File: src/rtl/crop_down_pool.sv
// crop_down_pool: crops an X_INIT..X_MAX x Y_INIT..Y_MAX window from a raster pixel stream (iCLK, async active-low iRST, sync buf_rst, iDVAL/iX/iY/iDATA) and emits one pixel per SXxSY box on oDATA/oDVAL/oCOL/oROW/oFRAME_DONE; box-average pooling when CROP_DOWN_POOL_AVG_EN is defined, top-left point sampling otherwise
module crop_down_pool #(
  parameter int IN_W     = 12,
  parameter int OUT_W    = 8,
  parameter int X_INIT   = 27,
  parameter int Y_INIT   = 17,
  parameter int SX       = 21,
  parameter int SY       = 16,
  parameter int OUT_COLS = 28,
  parameter int OUT_ROWS = 28
) (
  input  logic                        iCLK,
  input  logic                        iRST,
  input  logic                        iDVAL,
  input  logic                        buf_rst,
  input  logic [9:0]                  iX,
  input  logic [9:0]                  iY,
  input  logic [IN_W-1:0]             iDATA,
  output logic [OUT_W-1:0]            oDATA,
  output logic                        oDVAL,
  output logic [$clog2(OUT_COLS)-1:0] oCOL,
  output logic [$clog2(OUT_ROWS)-1:0] oROW,
  output logic                        oFRAME_DONE
);
  localparam int CW = $clog2(OUT_COLS);
  localparam int RW = $clog2(OUT_ROWS);
  localparam int PXW = SX > 1 ? $clog2(SX) : 1;
  localparam int PYW = SY > 1 ? $clog2(SY) : 1;
  localparam logic [9:0] XI = 10'(X_INIT);
  localparam logic [9:0] XM = 10'(X_INIT + SX * OUT_COLS - 1);
  localparam logic [9:0] YI = 10'(Y_INIT);
  localparam logic [9:0] YM = 10'(Y_INIT + SY * OUT_ROWS - 1);
  localparam logic [PXW-1:0] PX_L = PXW'(SX - 1);
  localparam logic [PYW-1:0] PY_L = PYW'(SY - 1);
  localparam logic [CW-1:0] CX_L = CW'(OUT_COLS - 1);
  localparam logic [RW-1:0] RY_L = RW'(OUT_ROWS - 1);
`ifdef CROP_DOWN_POOL_AVG_EN
  localparam int SUM_W = IN_W + $clog2(SX * SY);
  localparam logic [16:0] RECIP = 17'((65536 + SX * SY - 1) / (SX * SY));
`endif
  logic run_q, run_d, take, at_x0, at_org, at_xm, px_end, py_end, first;
  logic [PXW-1:0] px_q, px_d, px_e;
  logic [PYW-1:0] py_q, py_d, py_e;
  logic [CW-1:0] cx_q, cx_d, cx_e, o_col_q, o_col_d;
  logic [RW-1:0] ry_q, ry_d, ry_e, o_row_q, o_row_d;
  logic [OUT_W-1:0] o_data_q, o_data_d;
  logic o_dval_q, o_dval_d, o_fd_q, o_fd_d;
`ifdef CROP_DOWN_POOL_AVG_EN
  logic [SUM_W-1:0] acc_q [OUT_COLS];
  logic [SUM_W-1:0] acc_d [OUT_COLS];
  logic [SUM_W-1:0] sum, s2_sum_q, s2_sum_d;
  logic [SUM_W:0] avg;
  logic s2_v_q, s2_v_d;
  logic [CW-1:0] s2_col_q, s2_col_d;
  logic [RW-1:0] s2_row_q, s2_row_d;
`endif
  always_comb begin
    at_x0 = iX == XI;
    at_org = at_x0 && iY == YI;
    at_xm = iX == XM;
    take = iDVAL && iX >= XI && iX <= XM && iY >= YI && iY <= YM && !buf_rst && (run_q || at_org);
    run_d = !buf_rst && (run_q || (iDVAL && at_org));
    px_e = at_x0 ? '0 : px_q;
    cx_e = at_x0 ? '0 : cx_q;
    py_e = at_org ? '0 : py_q;
    ry_e = at_org ? '0 : ry_q;
    px_end = px_e == PX_L;
    py_end = py_e == PY_L;
    first = px_e == '0 && py_e == '0;
    px_d = buf_rst ? '0 : !take ? px_q : px_end ? '0 : px_e + PXW'(1);
    cx_d = buf_rst ? '0 : !take ? cx_q : !px_end ? cx_e : cx_e == CX_L ? '0 : cx_e + CW'(1);
    py_d = buf_rst ? '0 : !take ? py_q : !at_xm ? py_e : py_end ? '0 : py_e + PYW'(1);
    ry_d = buf_rst ? '0 : !take ? ry_q : !(at_xm && py_end) ? ry_e : ry_e == RY_L ? '0 : ry_e + RW'(1);
`ifdef CROP_DOWN_POOL_AVG_EN
    sum = first ? SUM_W'(iDATA) : acc_q[cx_e] + SUM_W'(iDATA);
    for (int i = 0; i < OUT_COLS; i++) acc_d[i] = buf_rst ? '0 : take && cx_e == CW'(i) ? sum : acc_q[i];
    s2_v_d = take && px_end && py_end;
    s2_sum_d = s2_v_d ? sum : s2_sum_q;
    s2_col_d = s2_v_d ? cx_e : s2_col_q;
    s2_row_d = s2_v_d ? ry_e : s2_row_q;
    avg = (SUM_W+1)'(((SUM_W+17)'(s2_sum_q) * (SUM_W+17)'(RECIP)) >> 16);
    o_dval_d = s2_v_q && !buf_rst;
    o_data_d = !o_dval_d ? o_data_q : |(avg >> IN_W) ? '1 : OUT_W'(avg >> (IN_W - OUT_W));
    o_col_d = o_dval_d ? s2_col_q : o_col_q;
    o_row_d = o_dval_d ? s2_row_q : o_row_q;
`else
    o_dval_d = take && first;
    o_data_d = o_dval_d ? OUT_W'(iDATA >> (IN_W - OUT_W)) : o_data_q;
    o_col_d = o_dval_d ? cx_e : o_col_q;
    o_row_d = o_dval_d ? ry_e : o_row_q;
`endif
    o_fd_d = o_dval_d && o_col_d == CX_L && o_row_d == RY_L;
  end
  always_ff @(posedge iCLK or negedge iRST) begin
    if (!iRST) begin
      run_q <= 1'b0;
      px_q <= '0;
      cx_q <= '0;
      py_q <= '0;
      ry_q <= '0;
      o_data_q <= '0;
      o_dval_q <= 1'b0;
      o_col_q <= '0;
      o_row_q <= '0;
      o_fd_q <= 1'b0;
`ifdef CROP_DOWN_POOL_AVG_EN
      acc_q <= '{default: '0};
      s2_v_q <= 1'b0;
      s2_sum_q <= '0;
      s2_col_q <= '0;
      s2_row_q <= '0;
`endif
    end else begin
      run_q <= run_d;
      px_q <= px_d;
      cx_q <= cx_d;
      py_q <= py_d;
      ry_q <= ry_d;
      o_data_q <= o_data_d;
      o_dval_q <= o_dval_d;
      o_col_q <= o_col_d;
      o_row_q <= o_row_d;
      o_fd_q <= o_fd_d;
`ifdef CROP_DOWN_POOL_AVG_EN
      acc_q <= acc_d;
      s2_v_q <= s2_v_d;
      s2_sum_q <= s2_sum_d;
      s2_col_q <= s2_col_d;
      s2_row_q <= s2_row_d;
`endif
    end
  end
  assign oDATA = o_data_q;
  assign oDVAL = o_dval_q;
  assign oCOL = o_col_q;
  assign oROW = o_row_q;
  assign oFRAME_DONE = o_fd_q;
endmodule

File: config.mk
export PLATFORM = sky130hd
export DESIGN_NAME = crop_down_pool
export DESIGN_NICKNAME = d
export VERILOG_FILES = /design/src/rtl/crop_down_pool.sv
export SDC_FILE = /design/constraint.sdc
export NUM_CORES = 1
export LEC_CHECK = 0
export ABC_AREA = 1
export ABC_CLOCK_PERIOD_IN_PS = 3200
export CORE_ASPECT_RATIO = 0.8
export CORE_MARGIN = 2
export CORE_UTILIZATION = 46
export DETAILED_ROUTE_END_ITERATION = 8
export HOLD_SLACK_MARGIN = 0.12
export PLACE_DENSITY = 0.71
export SLEW_MARGIN = 10
export SYNTH_ARGS = -nofsm -noshare
export SYNTH_HDL_FRONTEND = slang
export SYNTH_SLANG_ARGS = --single-unit
File: constraint.sdc
create_clock -name iCLK -period 3.2 [get_ports iCLK]
set_input_delay 0.64 -clock iCLK [delete_from_list [all_inputs] [get_ports iCLK]]
set_output_delay 0.64 -clock iCLK [all_outputs]
set_load 0.03 [all_outputs]
### After elaboration in Yosys (flattened, before gate mapping)

Index checks and enable logic that the tools add are counted.

| word-level totals | value |
|---|---|
| register bits after elaboration | 40 |
| bits of input ports | 36 |
| output and inout bits | 20 |

| operators by class | value |
|---|---|
| $add $sub $neg | 4 |
| $lt $le $gt $ge | 4 |
| equal/unequal tests | 9 |
| muxes and demuxes | 21 |
| reductions and logical operators | 20 |

Operators with widths:

| kind | number |
|---|---|
| 5-bit 2-to-1 mux | 16 |
| 5-bit == test (second input constant) | 5 |
| 10-bit by 5-bit == test with 1-bit output (second input constant) | 2 |
| 10-bit by 5-bit >= comparator with 1-bit output (second input constant) | 2 |
| 4-bit 2-to-1 mux | 5 |
| 5-bit by 1-bit adder with 5-bit output (second input constant) | 3 |
| 1-bit logical AND | 14 |
| 10-bit == test (second input constant) | 1 |
| 10-bit less-or-equal comparator (second input constant) | 1 |
| 10-bit by 9-bit less-or-equal comparator with 1-bit output (second input constant) | 1 |
| 5-bit zero test | 1 |
| 4-bit by 1-bit adder with 4-bit output (second input constant) | 1 |
| 4-bit == test (second input constant) | 1 |
| 4-bit zero test | 1 |
| 1-bit logical OR | 2 |
| 2-bit nonzero test | 1 |
| 1-bit zero test | 1 |

### Depth between registers and ports, before layout

| logic depth | value |
|---|---|
| word-level depth | 12 |
| gate-level depth with buffers | 20 |

### Worst setup path after synthesis

Ideal clock, no wire load.

| path | value |
|---|---|
| kind | input to register |
| start point | input port iX[9] |
| end point | register o_fd_q (netlist: oFRAME_DONE) |
| data arrival time | 2.367 ns |
| required time | 3.129 ns |
| path slack | 0.762 ns |
| stages on the path | 17 |
| path buffers | 1 |
| cells stage by stage | nor2_1 -> nand2_2 -> nor2_8 -> nand2_4 -> nand2_1 -> ha_1 -> nand2_1 -> inv_1 -> nand3_2 -> nor2_8 -> nand2_4 -> buf_6 -> nand2_1 -> nand2_1 -> nor2_1 -> nand3_1 -> nor2_1 |

| on the way | value |
|---|---|
| cells in the longest elaborated chain, start to end | 12 |
| elaborated cells on any way between the ends | 25 |
| classes of those cells | order compare: 2; eq/ne: 3; mux: 6; reduce/logical: 14 |

Ends and longest elaborated chain:

| element | RTL line | source |
|---|---|---|
| start, declared | 16 | `input logic [9:0] iX,` |
| 10-bit by 5-bit >= comparator with 1-bit output | 61 | `take = iDVAL && iX >= XI && iX <= XM && iY >= YI && iY <= YM && !buf_rst && (run_q \|\| at_org);` |
| 1-bit logical AND (6 in a row) | 61 |  |
| 1-bit logical AND | 87 | `o_dval_d = take && first;` |
| 5-bit 2-to-1 mux | 89 | `o_col_d = o_dval_d ? cx_e : o_col_q;` |
| 5-bit == test | 92 | `o_fd_d = o_dval_d && o_col_d == CX_L && o_row_d == RY_L;` |
| 1-bit logical AND | 92 |  |
| 1-bit logical AND (*) | 92 |  |
| named net o_fd_d | 47 | `logic o_dval_q, o_dval_d, o_fd_q, o_fd_d;` |
| end signal, assigned | 105 | `o_fd_q <= 1'b0;` |
| end signal, assigned | 123 | `o_fd_q <= o_fd_d;` |
| end, declared | 47 |  |

Mark *: on every way through the listed nets, which the timed path passes. The rest lies on a longest branch.
A chain may end at the register's enable or synchronous reset.

### Final worst setup path

| path | value |
|---|---|
| start point | input port iY[4] |
| end point | register o_fd_q (netlist: oFRAME_DONE) |

| on the way | value |
|---|---|
| cells in the longest elaborated chain, start to end | 10 |
| elaborated cells on any way between the ends | 20 |
| classes of those cells | order compare: 2; eq/ne: 3; mux: 4; reduce/logical: 11 |

Ends and longest elaborated chain:

| element | RTL line | source |
|---|---|---|
| start, declared | 17 | `input logic [9:0] iY,` |
| 10-bit by 5-bit >= comparator with 1-bit output / 10-bit by 5-bit == test with 1-bit output (equally long branches) | 61, 59 |  |
| 1-bit logical AND, on equally long branches | 61, 59 |  |
| 1-bit logical AND / 4-bit 2-to-1 mux (equally long branches) | 61, 65 |  |
| 1-bit logical AND / 4-bit zero test (equally long branches) | 61, 69 |  |
| 1-bit logical AND, on equally long branches | 61, 69 |  |
| 1-bit logical AND (*) | 87 |  |
| 5-bit 2-to-1 mux (*) | 89 |  |
| named net o_col_d[0] | 44 | `logic [CW-1:0] cx_q, cx_d, cx_e, o_col_q, o_col_d;` |
| 5-bit == test (*) | 92 |  |
| 1-bit logical AND (*) (2 in a row) | 92 |  |
| named net o_fd_d | 47 |  |

Marked as above.

==> flow_metrics.env <==
export IMPL_grt_pass1_wl_um=9839
export IMPL_yosys_top_cells_area="dfrtp_1, nand2_1, inv_1"
export IMPL_cts_setup_buffers=0
export IMPL_vias=2336
export IMPL_synth_ff_type="dfrtp_1"
export IMPL_dieArea_um2=5949
export IMPL_cp_end_kind="register"
export IMPL_clk_path_buf_depth=2
export IMPL_dr_pass1_iters=4
export IMPL_syn_avg_cell_area_um2=7.274
export IMPL_io_buffers=51
export IMPL_finalHoldViolations=0
export IMPL_final_nets=447
export IMPL_clk_pin_slew_worst_paths_ns=0.08
export IMPL_required_ns=3.43
export IMPL_cts_root_buf="clkbuf_8"
export IMPL_rows=23
export IMPL_drt_initial_drc_count=119
export IMPL_grt_pass1_vias=2189
export IMPL_gp_congestion=0.8521
export IMPL_holdBufCountCts=0
export IMPL_fmax_mhz=353.4
export IMPL_setup_violations=0
export IMPL_die_w_um=85.74
export IMPL_htreeDepth=2
export IMPL_syn_area_um2=2459
export IMPL_antenna_found_initial=0
export IMPL_core_um2=5094
export IMPL_post_route_drc_count=0
export IMPL_diodes=0
export IMPL_cellLeakagePower_nw=1.593
export IMPL_cts_resized=0
export IMPL_cp_max_fo=14
export IMPL_overflow=0
export IMPL_drv_slew=0
export IMPL_area_growth_synth_to_final_pct=31.04
export IMPL_die_y_um=69.39
export IMPL_synth_edf_count=0
export IMPL_whs_ns=0.4583
export IMPL_syn_nets=380
export IMPL_yosys_warnings=0
export IMPL_reg2regPathDepth=14
export IMPL_tightestPinTransition_ns=0.8962
export IMPL_async_reset_ff_share_pct=100.0
export IMPL_synth_top_area_cell="dfrtp_1"
export IMPL_grt_max_degree=41
export IMPL_vias_per_cell=4.991
export IMPL_synth_distinct_cells=33
export IMPL_detail_route_wl_per_cell_um=12.01
export IMPL_cts_tree="built"
export IMPL_status="finished clean"
export IMPL_timing_setup_tns_ns=0
export IMPL_drive_above_1_share_pct=10.59
export IMPL_ios=56
export IMPL_synth_common_cells="nand2_1, inv_1, nor2_1"
export IMPL_insertion_delay_ns=0.30
export IMPL_ir_drop_v=0.0003551
export IMPL_placed_area_um2=3110
export IMPL_ant_nets=0
export IMPL_drt_wl_total_um=5623
export IMPL_cts_sinks=40
export IMPL_final_util_pct=63.25
export IMPL_cts_buffers=5
export IMPL_synth_top_cell_area_share_pct=40.71
export IMPL_start_kind="input port"
export IMPL_maxCapViolations=0
export IMPL_synth_most_common_cell="nand2_1"
export IMPL_r2r_setup_slack_ns=1.37
export IMPL_netlist_instances=338
export IMPL_grt_usage_pct=20.16
export IMPL_initial_core_util_pct=48.27
export IMPL_slew_headroom_pct=40.25
export IMPL_fin_area_um2=3222
export IMPL_rsz0062_at_grt="no"
export IMPL_period_share_pct=88.42
export IMPL_yosys_register_bits=40
export IMPL_ys_seq_area_share_pct=40.71
export IMPL_arrival_ns=3.06
export IMPL_worstHoldPathType="input port to asynchronous set/reset pin"
export IMPL_worstSetupPathType="input port to register"
export IMPL_dpl_hpwl_um=4407
export IMPL_skew_ns=0.006575
export IMPL_layout_min_cycle_time_ns=2.829
export IMPL_powerDensity_nw_per_um2=317.0
[layout make-up]
class	count	area, um2
Fill cell	458	1872
Multi-Input combinational cell	243	1234
Sequential cell	40	1001
Timing Repair Buffer	65	610.6
Inverter	50	187.7
Tap cell	62	77.57
Clock buffer	5	68.82
Clock inverter	3	42.54
[placed cells by master, fill, tap and decap left out, drive strengths merged]
| cell type | n |
|---|---|
| clkinvlp | 1 |
| bufinv | 1 |
| nor2 | 49 |
| o21ai | 23 |
| inv | 49 |
| dfrtp | 40 |
| o22ai | 2 |
| nand2 | 107 |
| a31oi | 1 |
| nor3 | 4 |
| or2 | 1 |
| a22o | 1 |
| xnor2 | 3 |
| o32ai | 2 |
| a21oi | 6 |
| ha | 6 |
| nand4 | 4 |
| o21a | 1 |
| clkbuf | 5 |
| xor2 | 3 |
| clkdlybuf4s50 | 50 |
| clkinv | 2 |
| o31ai | 2 |
| buf | 15 |
| nand3 | 26 |
| mux2 | 1 |
| a32o | 1 |
[state kept, by name (all words and copies together), names as in the netlist]
register,cells
px_q,5
oDATA,8
run_q,1
oCOL,5
ry_q,5
oDVAL,1
py_q,4
oFRAME_DONE,1
cx_q,5
oROW,5
[final timing paths]
kind                         start     endpoint
max in group asynchronous     iRST      cx_q[1]
setup / recovery             iY[4]  oFRAME_DONE
hold reg to reg            cx_q[4]      cx_q[4]
min in group iCLK          cx_q[4]      cx_q[4]
hold / removal                iRST      py_q[0]
setup reg to reg           px_q[0]  oFRAME_DONE
[metrics by stage]
step | power (mW) | setup WS, ns | std cells
2_1_floorplan | 0.5477 | 0.7620 | 338
3_3_place_gp | 0.6126 | 0.1324 | 460
3_5_place_dp | 0.6146 | 0.04427 | 460
4_1_cts | 1.032 | 0.3416 | 468
5_1_grt | 1.060 | 0.09246 | 468
6_report | 1.021 | 0.3705 | 468
[cell families (layout without fill, tap and decap cells)]
logic type	Yosys count	count (layout)	synth area share [%]
buffers and inverters	55	123	9.109
and+or+nand+nor	191	191	35.47
muxes	1	1	0.4580
DFF	40	40	40.71
xor gates and xnor gates	6	6	2.138
adders and majority gates	6	6	3.053
AOI/OAI and AO/OA	39	39	9.059
[power by group]
group / total, mW / leakage (nW) / switching (mW) / internal (mW)
registers: 0.508 / 0.538 / 0.000922 / 0.507
clock network: 0.418 / 0.0541 / 0.187 / 0.231
logic: 0.0957 / 1.00 / 0.0475 / 0.0482
[routing by layer]
| metal | GRT usage, % | up-vias | share of wire, % |
|---|---|---|---|
| met5 | 0 | - | 0 |
| met4 | 3.880 | 0 | 0.46 |
| met3 | 4.762 | 5 | 4.5 |
| met2 | 31.42 | 56 | 46 |
| met1 | 28.82 | 1071 | 49 |
| li1 | - | 1204 | - |
[worst max-delay path, stage by stage]
cell and delay [ns]:
clkdlybuf4s50_1 0.51, inv_1 0.06, nor2_2 0.12, nand2_1 0.09
nor2_1 0.11, nand2_1 0.06, nor2_1 0.16, nor2_1 0.09
inv_1 0.06, ha_1 0.16, nand2_1 0.06, inv_1 0.06
nand3_2 0.13, nor2_8 0.15, nand2_4 0.12, inv_2 0.11
nand2_1 0.05, nand2_1 0.08, nand3_1 0.10, nor2_1 0.12
No activity file was read; power rests on OpenSTA's default activity.
